### src/rtl/seg_pkg.sv
// seg_pkg: shared state encoding, frame width and seven-segment glyph table
package seg_pkg;
  typedef enum logic [1:0] {IDLE, LOAD, SHIFT, DONE} seg_state_e;
  localparam int FRAME_W = 64;
  localparam logic [7:0] SEG_BLANK = 8'hFF;
  localparam logic [7:0] SEG_GLYPH [16] = '{
    8'hC0, 8'hF9, 8'hA4, 8'hB0, 8'h99, 8'h92, 8'h82, 8'hF8,
    8'h80, 8'h90, 8'h88, 8'h83, 8'hC6, 8'hA1, 8'h86, 8'h8E
  };
endpackage

### src/rtl/seg_glyph_decode.sv
// seg_glyph_decode: nibble to active-low {dp,g..a} byte; SEG_HEX_DECODE_EN enables glyphs for 10-15
module seg_glyph_decode
  import seg_pkg::*;
(
  input  logic [3:0] nibble,
  input  logic       le,
  input  logic       dp,
  output logic [7:0] seg
);
  logic [6:0] glyph;
`ifdef SEG_HEX_DECODE_EN
  assign glyph = SEG_GLYPH[nibble][6:0];
`else
  assign glyph = nibble > 4'd9 ? SEG_BLANK[6:0] : SEG_GLYPH[nibble][6:0];
`endif
  assign seg = {~dp, le ? glyph : SEG_BLANK[6:0]};
endmodule

### src/rtl/seg_frame_shifter.sv
// seg_frame_shifter: latches digits, decodes a 64-bit segment frame and shifts it MSB-first to the chain (SEG_HEX_DECODE_EN selects hex glyphs)
module seg_frame_shifter
  import seg_pkg::*;
#(
  parameter int CLK_DIV    = 2,
  parameter int NUM_DIGITS = 8
) (
  input  logic                    clk,
  input  logic                    rst_n,
  input  logic                    start,
  input  logic [4*NUM_DIGITS-1:0] digits,
  input  logic [NUM_DIGITS-1:0]   le,
  input  logic [NUM_DIGITS-1:0]   dp,
  output logic                    busy,
  output logic                    done,
  output logic                    seg_clk,
  output logic                    seg_dt,
  output logic                    seg_en,
  output logic                    seg_clr,
  output logic [FRAME_W-1:0]      seg_frame
);
  localparam int DW = $clog2(2 * CLK_DIV + 1);
  localparam logic [DW-1:0] P_HI  = DW'(CLK_DIV - 1);
  localparam logic [DW-1:0] P_END = DW'(2 * CLK_DIV - 1);
  seg_state_e state;
  logic [4*NUM_DIGITS-1:0] dig_q;
  logic [NUM_DIGITS-1:0] le_q, dp_q;
  logic [FRAME_W-1:0] dec;
  logic [5:0] bit_cnt;
  logic [DW-1:0] div_cnt;
  for (genvar i = 0; i < NUM_DIGITS; i++) begin : g_dec
    seg_glyph_decode u_dec (
      .nibble(dig_q[4*i+:4]),
      .le    (le_q[i]),
      .dp    (dp_q[i]),
      .seg   (dec[8*i+:8])
    );
  end
  // transfer sequencer: every output is registered; div_cnt/bit_cnt describe the current cycle
  always_ff @(posedge clk or negedge rst_n)
    if (!rst_n) begin
      state     <= IDLE;
      dig_q     <= '0;
      le_q      <= '0;
      dp_q      <= '0;
      bit_cnt   <= '0;
      div_cnt   <= '0;
      busy      <= 1'b0;
      done      <= 1'b0;
      seg_clk   <= 1'b0;
      seg_dt    <= 1'b0;
      seg_en    <= 1'b0;
      seg_clr   <= 1'b0;
      seg_frame <= '0;
    end else begin
      seg_clr <= 1'b1;
      done    <= 1'b0;
      case (state)
        IDLE: if (start) begin
          dig_q <= digits;
          le_q  <= le;
          dp_q  <= dp;
          busy  <= 1'b1;
          state <= LOAD;
        end
        LOAD: begin
          seg_frame <= dec;
          seg_dt    <= dec[FRAME_W-1];
          seg_clk   <= 1'b0;
          bit_cnt   <= 6'd63;
          div_cnt   <= '0;
          state     <= SHIFT;
        end
        SHIFT: if (div_cnt == P_END) begin
          div_cnt <= '0;
          seg_clk <= 1'b0;
          if (bit_cnt == 6'd0) begin
            busy   <= 1'b0;
            done   <= 1'b1;
            seg_en <= 1'b1;
            state  <= DONE;
          end else begin
            bit_cnt <= bit_cnt - 6'd1;
            seg_dt  <= seg_frame[bit_cnt-6'd1];
          end
        end else begin
          div_cnt <= div_cnt + 1'b1;
          if (div_cnt == P_HI) seg_clk <= 1'b1;
        end
        DONE: state <= IDLE;
        default: state <= IDLE;
      endcase
    end
endmodule

### config.mk
export PLATFORM = sky130hd
export DESIGN_NAME = seg_frame_shifter
export DESIGN_NICKNAME = d
export VERILOG_FILES = /design/src/rtl/seg_pkg.sv /design/src/rtl/seg_glyph_decode.sv /design/src/rtl/seg_frame_shifter.sv
export SDC_FILE = /design/constraint.sdc
export NUM_CORES = 1
export LEC_CHECK = 0
export BUFFER_PORTS_ARGS = -buffer_cell sky130_fd_sc_hd__buf_2
export CORE_UTILIZATION = 47
export CTS_CLUSTER_SIZE = 10
export DETAILED_ROUTE_END_ITERATION = 6
export PLACE_DENSITY_LB_ADDON = 0.3
export SYNTH_ARGS = -nofsm -noshare
export SYNTH_HDL_FRONTEND = slang
export SYNTH_SLANG_ARGS = --single-unit
### constraint.sdc
create_clock -name clk -period 4.65 [get_ports clk]
set_clock_uncertainty 0.1 [all_clocks]
set_input_delay 0.93 -clock clk [delete_from_list [all_inputs] [get_ports clk]]
set_output_delay 0.93 -clock clk [all_outputs]
set_load 0.005 [all_outputs]
==> out/metrics.yaml <==
power:
  ir_drop_mv: 0.413
  power_density_mw_per_mm2: 703
  p_leak_nw: 3.96
clocking:
  htree_num_levels: 4
  postCtsResizedCells: 0
  holdBufCountCts: 0
  root_buffer: "clkbuf_16"
  cts_setup_buffers: 0
  cts_tree: "built"
  clockBufferDepth: 2
  clk_latency_ps: 420
  cts_inserted_buffers: 17
  clock-sinks: 129
  clk_pin_slew_worst_paths_ps: 60
global_routing:
  met3_usage_pct: 5.03
  met2_usage_pct: 34.5
  grt_overflow: 0
  grt_pass1_vias: 5321
  gr-usage-met1_pct: 28.5
  grt_max_degree: 101
  grt_pass1_wl_um: 27100
  top_usage_layer: "met2"
  antenna_found_initial: 1
  track_usage_pct: 21.2
floorplan:
  ios: 121
  row_count: 45
  die_x_um: 128
  core_mm2: 0.0154
  start_util_pct: 48.8
  dieHeight_um: 128
  die_area_mm2: 0.0165
critical_path:
  required_ps: 4790
  arrival_ps: 2940
  crit_type: "register to register"
  cp-start-kind: "register"
  path_max_fanout: 17
  cp-end-kind: "register"
timing:
  finalCritPeriodShare_pct: 60.2
  fin_setup_tns_ps: 0
  tightest_slew_ps: 925
  final_hold_viol_count: 0
  rsz0062_at_grt: "false"
  slew_headroom_pct: 38.3
  fin_crit_ps: 2800
  finalWorstSetupSlack_ps: 1850
  fmax_mhz: 357
  finalSetupViolCount: 0
  maxSlewViolCount: 0
placement:
  portBuffers: 120
  pre_cts_ws_ps: 1870
  numPlacedInstances: 1010
  gp_congestion: 0.847
  hpwlAfterDp_um: 11800
synth:
  synth_commonest_cells: "dfrtp_1, nor2_1, a21oi_1"
  synth_top_cell_by_area: "dfrtp_1"
  synth.net_count: 832
  synthArstFlopShare_pct: 100
  synthTopCellsByArea: "dfrtp_1, ha_1, mux2_1"
  yosysUniqueCellTypes: 45
  syn-cell-area_mm2: 0.00751
  synth_ff_type: "dfrtp_1"
  ys_seq_area_share_pct: 43.0
  synth-edff-count: 0
  syn_inst: 725
  yosysMostFrequentCell: "dfrtp_1"
  synth_top_area_share_pct: 43.0
  yosys_warnings: 0
  synth.avg_cell_area_um2: 10.4
  synth-seq-cells: 129
job:
  cap_violations: 0
detailed_routing:
  via_count: 5600
  drcViolationCount: 0
  drtAntennaViolNets: 0
  drt_wl_total_um: 16600
  wl_per_cell_um: 16.0
  via_per_inst: 5.37
  dr.pass1.iters: 5
  drt_iter0_drc: 296
layout:
  layout-drive-gt1-share_pct: 22.0
  finalNonFillerCells: 1042
  syn_to_final_growth_pct: 18.3
  nNetsFinal: 925
run_status:
  outcome: "complete, no violations"
hold_path:
  hold_class: "register to register"
==> cells by family (layout without fill, tap and decap cells) <==
kind of cell,count (synthesis),after routing,share of synthesized area [%]
and+or+nand+nor,164,164,9.80
AOI/OAI and AO/OA,160,160,12.2
muxes,105,105,19.4
xor gates and xnor gates,5,5,0.834
adders and majority gates,56,56,9.33
buffers and inverters,105,210,5.38
DFF,129,129,43.0
other,1,2,0.0500
==> area by class of cell <==
| class | instances | area, µm² |
|---|---|---|
| fillers | 1330 | 6490 |
| multi-input cells | 491 | 3880 |
| flip-flops and latches | 129 | 3230 |
| repair buffers | 124 | 649 |
| clock buffers | 22 | 494 |
| well taps | 211 | 264 |
| inverters | 55 | 208 |
| clock inverters | 9 | 153 |
| diodes | 1 | 2.50 |
==> cell usage in the layout (no fill, tap or decap), types with 7 or more instances in the layout <==
cell | netlist | final
ha_1 | 56 | 55
nand2_1 | 32 | 31
mux2i_1 | 23 | 23
o21ai_0 | 29 | 29
and3_1 | 7 | 7
nand3b_1 | 9 | 9
a22oi_1 | 8 | 8
clkbuf_16 | 0 | 17
inv_1 | 48 | 48
nor3_1 | 16 | 16
dfrtp_1 | 129 | 129
mux2_1 | 56 | 56
a21oi_1 | 71 | 71
mux4_2 | 20 | 20
a32oi_1 | 7 | 7
nor2_1 | 82 | 82
o21ai_1 | 18 | 18
a31oi_1 | 8 | 8
buf_2 | 4 | 119
==> report_power, final <==
part | internal, mW | total (mW) | switching (mW)
Combinational | 1.28 | 2.56 | 1.28
Sequential | 1.57 | 2.23 | 0.663
Clock | 0.963 | 1.45 | 0.483
Total | 3.82 | 6.24 | 2.43
==> critical path, cell delays in order (launching register included) <==
cell	delay [ps]
dfrtp_1	360
clkinv_2	110
ha_1	780
mux4_2	410
mux4_1	520
nand2b_1	160
nand3_1	90
a31oi_1	90
==> per-layer routing <==
layer,up-vias,routed length (µm)
met5,-,0
met4,0,181
met3,13,713
met2,116,8250
met1,2742,7510
li1,2729,-
==> final timing paths <==
kind,to,cells past startpoint,startpoint,slack (ps)
max in group asynchronous,dig_q[14],2,rst_n,3010
min,seg_frame[31],1,dp_q[3],340
max reg2reg,seg_dt,7,bit_cnt[0],1850
min in group asynchronous,seg_en,1,rst_n,490
max,seg_dt,7,bit_cnt[0],1850
min reg2reg,seg_frame[31],1,dp_q[3],340
==> state kept, by name, summed over array words and instances (netlist names) <==
name / cells
bit_cnt: 6
state: 2
dig_q: 32
div_cnt: 3
busy: 1
done: 1
seg_clr: 1
seg_en: 1
le_q: 8
seg_frame: 64
seg_dt: 1
seg_clk: 1
dp_q: 8
==> through the flow <==
stage	util, %	power, mW	cell area, µm²	hold slack (ps)
3_3_place_gp	53.5	4.75	8230	334
2_1_floorplan	-	4.04	7510	322
3_5_place_dp	53.5	4.81	8230	335
6_report	57.8	6.24	8880	340
4_1_cts	57.7	6.30	8870	343
5_1_grt	57.8	6.75	8880	369
Power figures use the tool's default switching activity.
